File: config.mk
export PLATFORM = sky130hd
export DESIGN_NAME = link_upstream_credit_serializer_flat
export DESIGN_NICKNAME = d
export VERILOG_FILES = /design/src/rtl/link_upstream_credit_serializer_pkg.sv /design/src/rtl/link_upstream_credit_serializer_if.sv /design/src/rtl/link_upstream_credit_serializer_credit_counter.sv /design/src/rtl/link_upstream_credit_serializer.sv /design/src/flat_wrapper.sv
export SDC_FILE = /design/constraint.sdc
export NUM_CORES = 1
export LEC_CHECK = 0
export BUFFER_PORTS_ARGS = -buffer_cell sky130_fd_sc_hd__buf_2
export CAP_MARGIN = 40
export CORE_ASPECT_RATIO = 1.4
export CORE_UTILIZATION = 54
export CTS_CLUSTER_SIZE = 40
export DETAILED_ROUTE_END_ITERATION = 8
export PLACE_DENSITY = 0.85
export SLEW_MARGIN = 0
export SYNTH_ARGS = -nofsm -noshare
export SYNTH_HDL_FRONTEND = slang
export SYNTH_SLANG_ARGS = --single-unit
File: constraint.sdc
create_clock -name clk -period 5.23 [get_ports clk]
set_input_delay 0 -clock clk [delete_from_list [all_inputs] [get_ports clk]]
set_output_delay 0 -clock clk [all_outputs]
set_load 0.01 [all_outputs]
File: src/rtl/link_upstream_credit_serializer_pkg.sv
`default_nettype none
// ============================================================================
// Module   : link_pkg
// Brief    : Shared types, default constants and index helpers for the
//            upstream credit serializer.
// Revision : 1.0
// ============================================================================
package link_pkg;

    typedef enum logic [0:0] {
        IDLE = 1'b0,
        SEND = 1'b1
    } state_t;

    localparam int c_DEF_CHANNELS         = 2;
    localparam int c_DEF_CH_WIDTH         = 8;
    localparam int c_DEF_RATIO            = 4;
    localparam int c_DEF_CREDITS          = 16;
    localparam int c_DEF_TOKEN_DECIMATION = 4;

    // Width of a counter that must represent 0..credits inclusive.
    function automatic int crw_f(input int credits);
        return $clog2(credits + 1);
    endfunction

    // LSB of the slice carried by channel ch during beat number beat.
    function automatic int beat_lsb_f(input int beat, input int ch,
                                      input int channels, input int ch_width);
        return (beat * channels + ch) * ch_width;
    endfunction

endpackage
`default_nettype wire

File: src/rtl/link_upstream_credit_serializer_if.sv
`default_nettype none
// ============================================================================
// Module   : link_upstream_credit_serializer_if
// Brief    : Core-side handshake, io channel bus and status bundle.
// Revision : 1.0
// ============================================================================
interface link_upstream_credit_serializer_if
    import link_pkg::*;
#(
    parameter int CHANNELS = c_DEF_CHANNELS,
    parameter int CH_WIDTH = c_DEF_CH_WIDTH,
    parameter int RATIO    = c_DEF_RATIO,
    parameter int CREDITS  = c_DEF_CREDITS
) ();
    localparam int CW  = CHANNELS * CH_WIDTH * RATIO;
    localparam int CRW = crw_f(CREDITS);

    logic                         core_valid_i;
    logic [CW-1:0]                core_data_i;
    logic                         core_ready_o;
    logic [CHANNELS-1:0]          io_valid_o;
    logic [CHANNELS*CH_WIDTH-1:0] io_data_o;
    logic [CHANNELS-1:0]          io_token_i;
    logic [CHANNELS*CRW-1:0]      credit_o;
    logic [15:0]                  sent_cnt_o;
    logic                         token_overflow_o;

    // Environment side: produces words and tokens, observes the link.
    modport master (
        output core_valid_i, core_data_i, io_token_i,
        input  core_ready_o, io_valid_o, io_data_o, credit_o,
               sent_cnt_o, token_overflow_o
    );

    // Serializer side.
    modport slave (
        input  core_valid_i, core_data_i, io_token_i,
        output core_ready_o, io_valid_o, io_data_o, credit_o,
               sent_cnt_o, token_overflow_o
    );
endinterface
`default_nettype wire

File: src/rtl/link_upstream_credit_serializer_credit_counter.sv
`default_nettype none
// ============================================================================
// Module   : link_credit_counter
// Brief    : One channel's credit pool: decrement per flit, add a decimated
//            batch per token, saturate at CREDITS and flag the overflow.
// Revision : 1.0
// ============================================================================
module link_credit_counter
    import link_pkg::*;
#(
    parameter int CREDITS          = c_DEF_CREDITS,
    parameter int TOKEN_DECIMATION = c_DEF_TOKEN_DECIMATION,
    parameter int CRW              = crw_f(CREDITS)
) (
    input  wire logic           clk,
    input  wire logic           rst,
    input  wire logic           dec_i,
    input  wire logic           tok_i,
    output logic [CRW-1:0]      credit_o,
    output logic                nonzero_o,
    output logic                overflow_o
);
    // Headroom so credit + TOKEN_DECIMATION never wraps before the compare.
    localparam int EW = CRW + $clog2(TOKEN_DECIMATION + 1) + 1;

    logic [CRW-1:0] r_credit;
    logic [EW-1:0]  w_add;
    logic [EW-1:0]  w_sum;
    logic [CRW-1:0] w_credit_nxt;
    logic           w_over;

    always_comb begin
        w_add        = tok_i ? EW'(TOKEN_DECIMATION) : '0;
        w_sum        = EW'(r_credit) + w_add - EW'(dec_i);
        w_over       = w_sum > EW'(CREDITS);
        w_credit_nxt = w_over ? CRW'(CREDITS) : w_sum[CRW-1:0];
    end

    always_ff @(posedge clk) begin
        if (rst) begin
            r_credit <= CRW'(CREDITS);
        end else begin
            r_credit <= w_credit_nxt;
        end
    end

    assign credit_o   = r_credit;
    assign nonzero_o  = (r_credit != '0);
    assign overflow_o = w_over;

endmodule
`default_nettype wire

File: src/rtl/link_upstream_credit_serializer.sv
`default_nettype none
// ============================================================================
// Module   : link_upstream_credit_serializer
// Brief    : Serialises wide core words over RATIO lockstep beats onto
//            CHANNELS credit-controlled output channels.
// Revision : 1.0
// ============================================================================
module link_upstream_credit_serializer
    import link_pkg::*;
#(
    parameter int CHANNELS         = c_DEF_CHANNELS,
    parameter int CH_WIDTH         = c_DEF_CH_WIDTH,
    parameter int RATIO            = c_DEF_RATIO,
    parameter int CREDITS          = c_DEF_CREDITS,
    parameter int TOKEN_DECIMATION = c_DEF_TOKEN_DECIMATION
) (
    input  wire logic                      clk,
    input  wire logic                      rst,
    link_upstream_credit_serializer_if.slave bus
);
    localparam int CW  = CHANNELS * CH_WIDTH * RATIO;
    localparam int IOW = CHANNELS * CH_WIDTH;
    localparam int CRW = crw_f(CREDITS);
    localparam int BW  = (RATIO > 1) ? $clog2(RATIO) : 1;
    localparam int IW  = (CW > 1) ? $clog2(CW) : 1;

    state_t              r_state;
    state_t              w_state_nxt;
    logic [BW-1:0]       r_beat;
    logic [BW-1:0]       w_beat_nxt;
    logic [CW-1:0]       r_word;
    logic [CHANNELS-1:0] r_io_valid;
    logic [IOW-1:0]      r_io_data;
    logic [15:0]         r_sent;
    logic                r_ovf;

    logic [CHANNELS-1:0] w_nonzero;
    logic [CHANNELS-1:0] w_ovf;
    logic [IOW-1:0]      w_beat_data;
    logic                w_fire;
    logic                w_last;
    logic                w_ready;
    logic                w_hs;

    generate
        for (genvar c = 0; c < CHANNELS; c++) begin : g_ch
            link_credit_counter #(
                .CREDITS          (CREDITS),
                .TOKEN_DECIMATION (TOKEN_DECIMATION),
                .CRW              (CRW)
            ) u_credit (
                .clk        (clk),
                .rst        (rst),
                .dec_i      (w_fire),
                .tok_i      (bus.io_token_i[c]),
                .credit_o   (bus.credit_o[c*CRW +: CRW]),
                .nonzero_o  (w_nonzero[c]),
                .overflow_o (w_ovf[c])
            );

            assign w_beat_data[c*CH_WIDTH +: CH_WIDTH] =
                r_word[IW'(beat_lsb_f(int'(r_beat), c, CHANNELS, CH_WIDTH)) +: CH_WIDTH];
        end
    endgenerate

    // Lockstep: a single empty channel stalls every channel.
    always_comb begin
        w_fire  = (r_state == SEND) && (&w_nonzero);
        w_last  = (r_beat == BW'(RATIO - 1));
        w_ready = (r_state == IDLE) || (w_fire && w_last);
        w_hs    = bus.core_valid_i && w_ready;
    end

    always_ff @(posedge clk) begin
        if (rst) begin
            r_state <= IDLE;
            r_beat  <= '0;
        end else begin
            r_state <= w_state_nxt;
            r_beat  <= w_beat_nxt;
        end
    end

    always_comb begin
        w_state_nxt = r_state;
        w_beat_nxt  = r_beat;
        case (r_state)
            IDLE: begin
                if (w_hs) begin
                    w_state_nxt = SEND;
                    w_beat_nxt  = '0;
                end
            end
            SEND: begin
                if (w_fire) begin
                    if (w_last) begin
                        w_state_nxt = w_hs ? SEND : IDLE;
                        w_beat_nxt  = '0;
                    end else begin
                        w_beat_nxt  = r_beat + 1'b1;
                    end
                end
            end
            default: begin
                w_state_nxt = IDLE;
                w_beat_nxt  = '0;
            end
        endcase
    end

    always_ff @(posedge clk) begin
        if (w_hs) begin
            r_word <= bus.core_data_i;
        end
    end

    always_ff @(posedge clk) begin
        if (rst) begin
            r_io_valid <= '0;
            r_io_data  <= '0;
            r_sent     <= '0;
            r_ovf      <= 1'b0;
        end else begin
            r_ovf <= r_ovf | (|w_ovf);
            if (w_fire) begin
                r_io_valid <= '1;
                r_io_data  <= w_beat_data;
                r_sent     <= r_sent + 16'd1;
            end else begin
                r_io_valid <= '0;
            end
        end
    end

    assign bus.core_ready_o     = w_ready;
    assign bus.io_valid_o       = r_io_valid;
    assign bus.io_data_o        = r_io_data;
    assign bus.sent_cnt_o       = r_sent;
    assign bus.token_overflow_o = r_ovf;

endmodule
`default_nettype wire

File: src/flat_wrapper.sv
// flat-port wrapper written by rule: the top's interface ports become plain ports
module link_upstream_credit_serializer_flat import link_pkg::*;
#(
    parameter int CHANNELS         = c_DEF_CHANNELS,
    parameter int CH_WIDTH         = c_DEF_CH_WIDTH,
    parameter int RATIO            = c_DEF_RATIO,
    parameter int CREDITS          = c_DEF_CREDITS,
    parameter int TOKEN_DECIMATION = c_DEF_TOKEN_DECIMATION
)
  (clk, rst, bus_core_valid_i, bus_core_data_i, bus_io_token_i, bus_core_ready_o, bus_io_valid_o, bus_io_data_o, bus_credit_o, bus_sent_cnt_o, bus_token_overflow_o);
  link_upstream_credit_serializer_if #(.CHANNELS(CHANNELS), .CH_WIDTH(CH_WIDTH), .RATIO(RATIO), .CREDITS(CREDITS)) bus_i ();
  input  wire logic clk;
  input  wire logic rst;
  input wire logic [$bits(bus_i.core_valid_i)-1:0] bus_core_valid_i;
  input wire logic [$bits(bus_i.core_data_i)-1:0] bus_core_data_i;
  input wire logic [$bits(bus_i.io_token_i)-1:0] bus_io_token_i;
  output wire logic [$bits(bus_i.core_ready_o)-1:0] bus_core_ready_o;
  output wire logic [$bits(bus_i.io_valid_o)-1:0] bus_io_valid_o;
  output wire logic [$bits(bus_i.io_data_o)-1:0] bus_io_data_o;
  output wire logic [$bits(bus_i.credit_o)-1:0] bus_credit_o;
  output wire logic [$bits(bus_i.sent_cnt_o)-1:0] bus_sent_cnt_o;
  output wire logic [$bits(bus_i.token_overflow_o)-1:0] bus_token_overflow_o;
  assign bus_i.core_valid_i = bus_core_valid_i;
  assign bus_i.core_data_i = bus_core_data_i;
  assign bus_i.io_token_i = bus_io_token_i;
  assign bus_core_ready_o = bus_i.core_ready_o;
  assign bus_io_valid_o = bus_i.io_valid_o;
  assign bus_io_data_o = bus_i.io_data_o;
  assign bus_credit_o = bus_i.credit_o;
  assign bus_sent_cnt_o = bus_i.sent_cnt_o;
  assign bus_token_overflow_o = bus_i.token_overflow_o;
  link_upstream_credit_serializer #(.CHANNELS(CHANNELS), .CH_WIDTH(CH_WIDTH), .RATIO(RATIO), .CREDITS(CREDITS), .TOKEN_DECIMATION(TOKEN_DECIMATION)) u_core (.clk(clk), .rst(rst), .bus(bus_i));
endmodule
======== Word level (Yosys, flattened, before mapping) ========
Index checks and enable logic that the tools add are counted.
cells by class
  $add $sub $neg .......................... 7
  order comparisons ....................... 2
  equality and inequality tests ........... 3
  shift-type cells ........................ 2
  muxes and demuxes ....................... 11
  bitwise gates (word level) .............. 2
  reductions and logical operators ........ 11
operators by type and width
  kind                     number
  $shiftx A64 B6 Y8        2
  $add A5 B9 Y9            2
  $gt A9 B5 Y1 const B     2
  $sub A9 B1 Y9            2
  $add A16 B1 Y16 const B  1
  $reduce_bool A5 Y1       2
  $mux W2                  4
  $mux W3                  2
  $reduce_or A2 Y1         3
  $pmux W2 S2              1
  $reduce_and A2 Y1        2
  $add A3 B1 Y3 const B    1
  $logic_and A1 B1 Y1      3
  $mux W1                  3
  $add A2 B1 Y2 const B    1
  $eq A2 B2 Y1 const B     1
  $ne A2 B1 Y1 const B     1
  $ne A2 B2 Y1 const B     1
  $pmux W1 S2              1
  $logic_or A1 B1 Y1       1
  $not A1 Y1               1
  $or A1 B1 Y1             1
storage, ports and cells
  bits in registers ....................... 112
  input bits .............................. 69
  output and inout port bits .............. 46
  logic and storage cells ................. 47

======== Depth between registers and ports, before layout ========
  word-level depth ........................ 10
  mapped depth ............................ 14
  depth with buffers taken out ............ 13

======== Hierarchy ========
From an unflattened synthesis, not the netlist that was laid out.
unflattened totals
  cell total of the unflattened synthesis .. 334
  area, all modules ....................... 3613.5 um^2
modules (own cells, without submodules)
  module                           instances  cells each  area each (um^2)  sequential area each (um^2)
  link_upstream_credit_serializer  1          230         2647.5            1701.6
  link_credit_counter              2          52          483.0             100.1

======== Worst setup path before layout ========
OpenSTA, ideal clock, no wires.
  kind .................................... register to register
  start point ............................. reg u_core.g_ch[1].u_credit.r_credit[0]
  end point ............................... reg u_core.g_ch[0].u_credit.r_credit[4]
  arrival time ............................ 3.111 ns
  setup slack ............................. 1.986 ns
  cell stages (with the launch flop) ...... 15
  buffers on the path ..................... 1
  period minus slack after synthesis ...... 3.244 ns
  cell sequence ........................... dfxtp_1 > or4_1 > o21ai_2 > or2_1 > buf_2 > inv_1 > ha_1 > inv_1 > ha_1 > fa_1 > nor2_1 > nand3_1 > o21ai_0 > and4b_1 > or3b_2
on the way
  cells in the longest elaborated chain, start to end .. 6
ends and longest elaborated chain
  item                                  RTL line                                              source
  from (decl)                           link_upstream_credit_serializer_credit_counter.sv:26  logic [CRW-1:0] r_credit;
  from (signal assigned)                link_upstream_credit_serializer_credit_counter.sv:41  r_credit <= CRW'(CREDITS);
  from (signal assigned)                link_upstream_credit_serializer_credit_counter.sv:43  r_credit <= w_credit_nxt;
  $reduce_bool A5 Y1                    link_upstream_credit_serializer_credit_counter.sv:48  assign nonzero_o = (r_credit != '0);
  $reduce_and A2 Y1                     link_upstream_credit_serializer.sv:68                 w_fire = (r_state == SEND) && (&w_nonzero);
  $logic_and A1 B1 Y1                   link_upstream_credit_serializer.sv:68
  net u_core.g_ch[0].u_credit.dec_i     link_upstream_credit_serializer_credit_counter.sv:17  input wire logic dec_i,
  $sub A9 B1 Y9                         link_upstream_credit_serializer_credit_counter.sv:34  w_sum = EW'(r_credit) + w_add - EW'(dec_i);
  net u_core.g_ch[0].u_credit.w_sum[2]  link_upstream_credit_serializer_credit_counter.sv:28  logic [EW-1:0] w_sum;
  $gt A9 B5 Y1                          link_upstream_credit_serializer_credit_counter.sv:35  w_over = w_sum > EW'(CREDITS);
  $reduce_or A2 Y1 (no source line)     n/a
  to (signal assigned)                  link_upstream_credit_serializer_credit_counter.sv:41
  to (signal assigned)                  link_upstream_credit_serializer_credit_counter.sv:43
  to (decl)                             link_upstream_credit_serializer_credit_counter.sv:26
The timed path passes the listed nets, and every way through them passes these cells.
A chain may end at the register's enable or synchronous reset.

======== Worst setup path after layout ========
Same ends and word-level chain as after synthesis.

==> run summary <==
Max Cap Violations: 0
First-pass GRT wire length: 11.6 mm
Psw: 0.000541 W
Synth Area per Inst: 10.9 µm²
TritonCTS Buffers: 9
Vias per Instance: 5.28
Crit start category: flip-flop
Pwr/cell area: 383 mW/mm²
Maximum VDD drop: 0.248 mV
Status: finished, final reports clean
Crit path DAT: 4.32 ns
Largest net degree at the start of global routing: 45
Endpoints failing setup: 0
WP data required: 5.45 ns
Comb pwr share: 29.2%
Area share of and/or/nand/nor cells after synthesis: 18.0%
Routability cong.: 0.807
Fin. max-slew vios: 0
CTS root buf: clkbuf_8
WHS: 0.215 ns
Share of the yosys chip area belonging to registers: 54.8%
Main synth FF type: dfxtp_1
Yosys warns: 0
RSZ-0062 raised after global routing: false
Vias in the first global route: 2661
Crit-path max FO: 39
Total Routing Usage GR: 21.6%
Core box area: 0.00621 mm²
TritonRoute pass-1 iters: 4
CTS tree: done
Yosys reg bits: 79
Area Growth Syn to Fin: 28.4%
Mux share of post-synthesis cell area: 4.61%
Fillers: 433
Crit. End Element: flip-flop
XOR/XNOR Fraction of Synth Area: 3.79%
Die W: 69.8 µm
Worst Skew: 0.0159 ns
Cell variety after synth: 47
Worst r2r path cells: 14
Number of instances in the placed design: 462
Syn nets: 408
Final hold vios: 0
Sequential power share: 45.2%
Reg clk slew, reported paths: 0.09 ns
# clock sinks: 79
Area post-placement: 0.00394 mm²
FMAX: 0.244 GHz
Hpwl dp: 4.43 mm
Post-route cell area: 0.00446 mm²
Non-Filler Instances: 511
Internal Power: 0.00116 W
H-Tree Depth: 3
Adder-Cell Fraction of Synth Area: 7.64%
Leakage power: 1.86 nW
Sw Ratio: 31.7%
DRT iter0 DRCs: 132
Routed Antenna Nets: 0
Hold path depth: 2
DR vias: 2698
Critical path class: flip-flop to flip-flop
Top-Level Pins: 115
Layout cells sized above 1: 24.6%
GR Overflow Total: 0
Setup bufs post-CTS: 0
Die area: 0.00676 mm²
Initial antenna violation count: 0
Main combinational cell family by area after synthesis: simple AND/OR/NAND/NOR gates
Num rows: 34
Post-layout min period: 4.10 ns
# diodes: 0
Worst skew pair latency: 0.34 ns
Slew headroom: 48.8%
Post-Syn Area: 0.00347 mm²
Worst-Margin Slew: 0.768 ns
I/O Buffers: 82
Post-Syn Instances: 319
Avg WL per Cell: 13.6 µm
Die H: 96.9 µm
EDFF count, synth: 32
Post-synth ARST share: 0%
# DRC: 0
Setup TNS: 0 ns
Clock share of power: 25.6%
Initial Util: 55.9%
Min-Delay Path Class: input pin to flip-flop
Final Cycle Share: 78.4%
Nets: 523
Post-synthesis compound-gate area fraction: 6.85%
Final WL: 6.94 mm
Clock Path Buffers: 2
-- cells in the mapped netlist (8+ instances only) --
cell,number,area share [%]
a21oi_1,24,3.5
clkbuf_1,8,0.87
dfxtp_1,47,27
edfxtp_1,32,28
ha_1,18,6.5
inv_1,23,2.5
mux2i_1,16,4.6
nand2_1,29,3.1
nand3_1,8,1.2
nor2_1,15,1.6
or3_1,18,3.2
xnor2_1,14,3.5
-- area by class of cell --
type,instances,area (µm²),share of cell area [%]
timing repair buffer,118,771,17.3
sequential,79,1900,42.7
tap,72,90.1,2.02
inverter,23,86.3,1.94
clock buffer,11,131,2.95
clock inverter,5,58.8,1.32
multi-input combinational,203,1420,31.8
-- final timing paths --
path	startpoint	to	slack [ns]
worst min-delay path	rst	u_core.bus.sent_cnt_o[8]	0.21
worst min register to register	u_core.bus.io_data_o[6]	u_core.bus.io_data_o[6]	0.46
worst max register to register	u_core.g_ch[1].u_credit.credit_o[0]	u_core.g_ch[0].u_credit.credit_o[4]	1.13
worst max-delay path	u_core.g_ch[1].u_credit.credit_o[0]	u_core.g_ch[0].u_credit.credit_o[4]	1.13
-- kinds of logic after synthesis --
family	after synthesis
and+or+nand+nor	111
DFF	79
muxes	16
xor gates and xnor gates	15
buffers and inverters	37
AOI/OAI and AO/OA	41
adders and majority gates	20
-- power groups by stage --
| stage | registers, W | logic, W | clock network [W] |
|---|---|---|---|
| 6_report | 0.000772 | 0.000497 | 0.000436 |
| 5_1_grt | 0.000781 | 0.000556 | 0.000471 |
| 4_1_cts | 0.000771 | 0.000500 | 0.000443 |
| 3_5_place_dp | 0.000785 | 0.000473 | 0 |
| 3_3_place_gp | 0.000787 | 0.000449 | 0 |
| 2_1_floorplan | 0.000791 | 0.000327 | 0 |
-- through the flow --
step / setup slack (ns) / utilization (%) / total power [W]
CTS: 1.12 / 71.8 / 0.00171
global placement: 1.23 / 63.1 / 0.00124
finish: 1.13 / 71.8 / 0.00171
floorplan: 1.99 / - / 0.00112
global route: 0.929 / 71.8 / 0.00181
detailed placement: 1.19 / 63.4 / 0.00126
-- state kept, by name (all words and copies together) (netlist names) --
name / cells
u_core.r_word: 32
u_core.bus.io_data_o: 16
u_core.bus.sent_cnt_o: 16
u_core.g_ch.u_credit.credit_o: 10
u_core.r_beat: 2
u_core.bus.io_valid_o: 1
u_core.bus.token_overflow_o: 1
u_core.r_state: 1
-- placed cells by master, fill, tap and decap left out, types with 7 or more instances in the layout --
cell type / synthesis / final
a21oi_1: 24 / 24
edfxtp_1: 32 / 32
nor4_1: 7 / 7
nor2_1: 15 / 15
buf_2: 4 / 82
dfxtp_1: 47 / 47
nand2_1: 29 / 29
inv_1: 23 / 23
clkbuf_8: 0 / 9
dlygate4sd3_1: 0 / 33
nand3_1: 8 / 8
xnor2_1: 14 / 14
mux2i_1: 16 / 16
or3_1: 18 / 18
ha_1: 18 / 18
-- critical path, stage by stage (launching register included) --
cell and delay, ns:
dfxtp_1 0.34, or4_1 0.56, o21ai_2 0.40, or2_1 0.17, buf_4 0.32, inv_1 0.21, ha_1 0.22, inv_1 0.06
ha_1 0.17, fa_1 0.43, nor2_1 0.11, nand3_1 0.09, o21ai_0 0.12, and4b_1 0.31, or3b_2 0.47
-- metal layers --
metal  vias to the layer above  track usage (%)  share of wire, %
li1                       1350                -                 -
met1                      1271             25.1                43
met2                        73             38.9                52
met3                         4             4.90               3.8
met4                         0             6.92              0.62
met5                         -                0                 0
-- timing repair --
action                                 4_1_cts  5_1_grt
gates resized for setup                      0        0
endpoints found under the hold margin       33        0
hold buffers                                33        0
No activity file was read; power rests on OpenSTA's default activity.
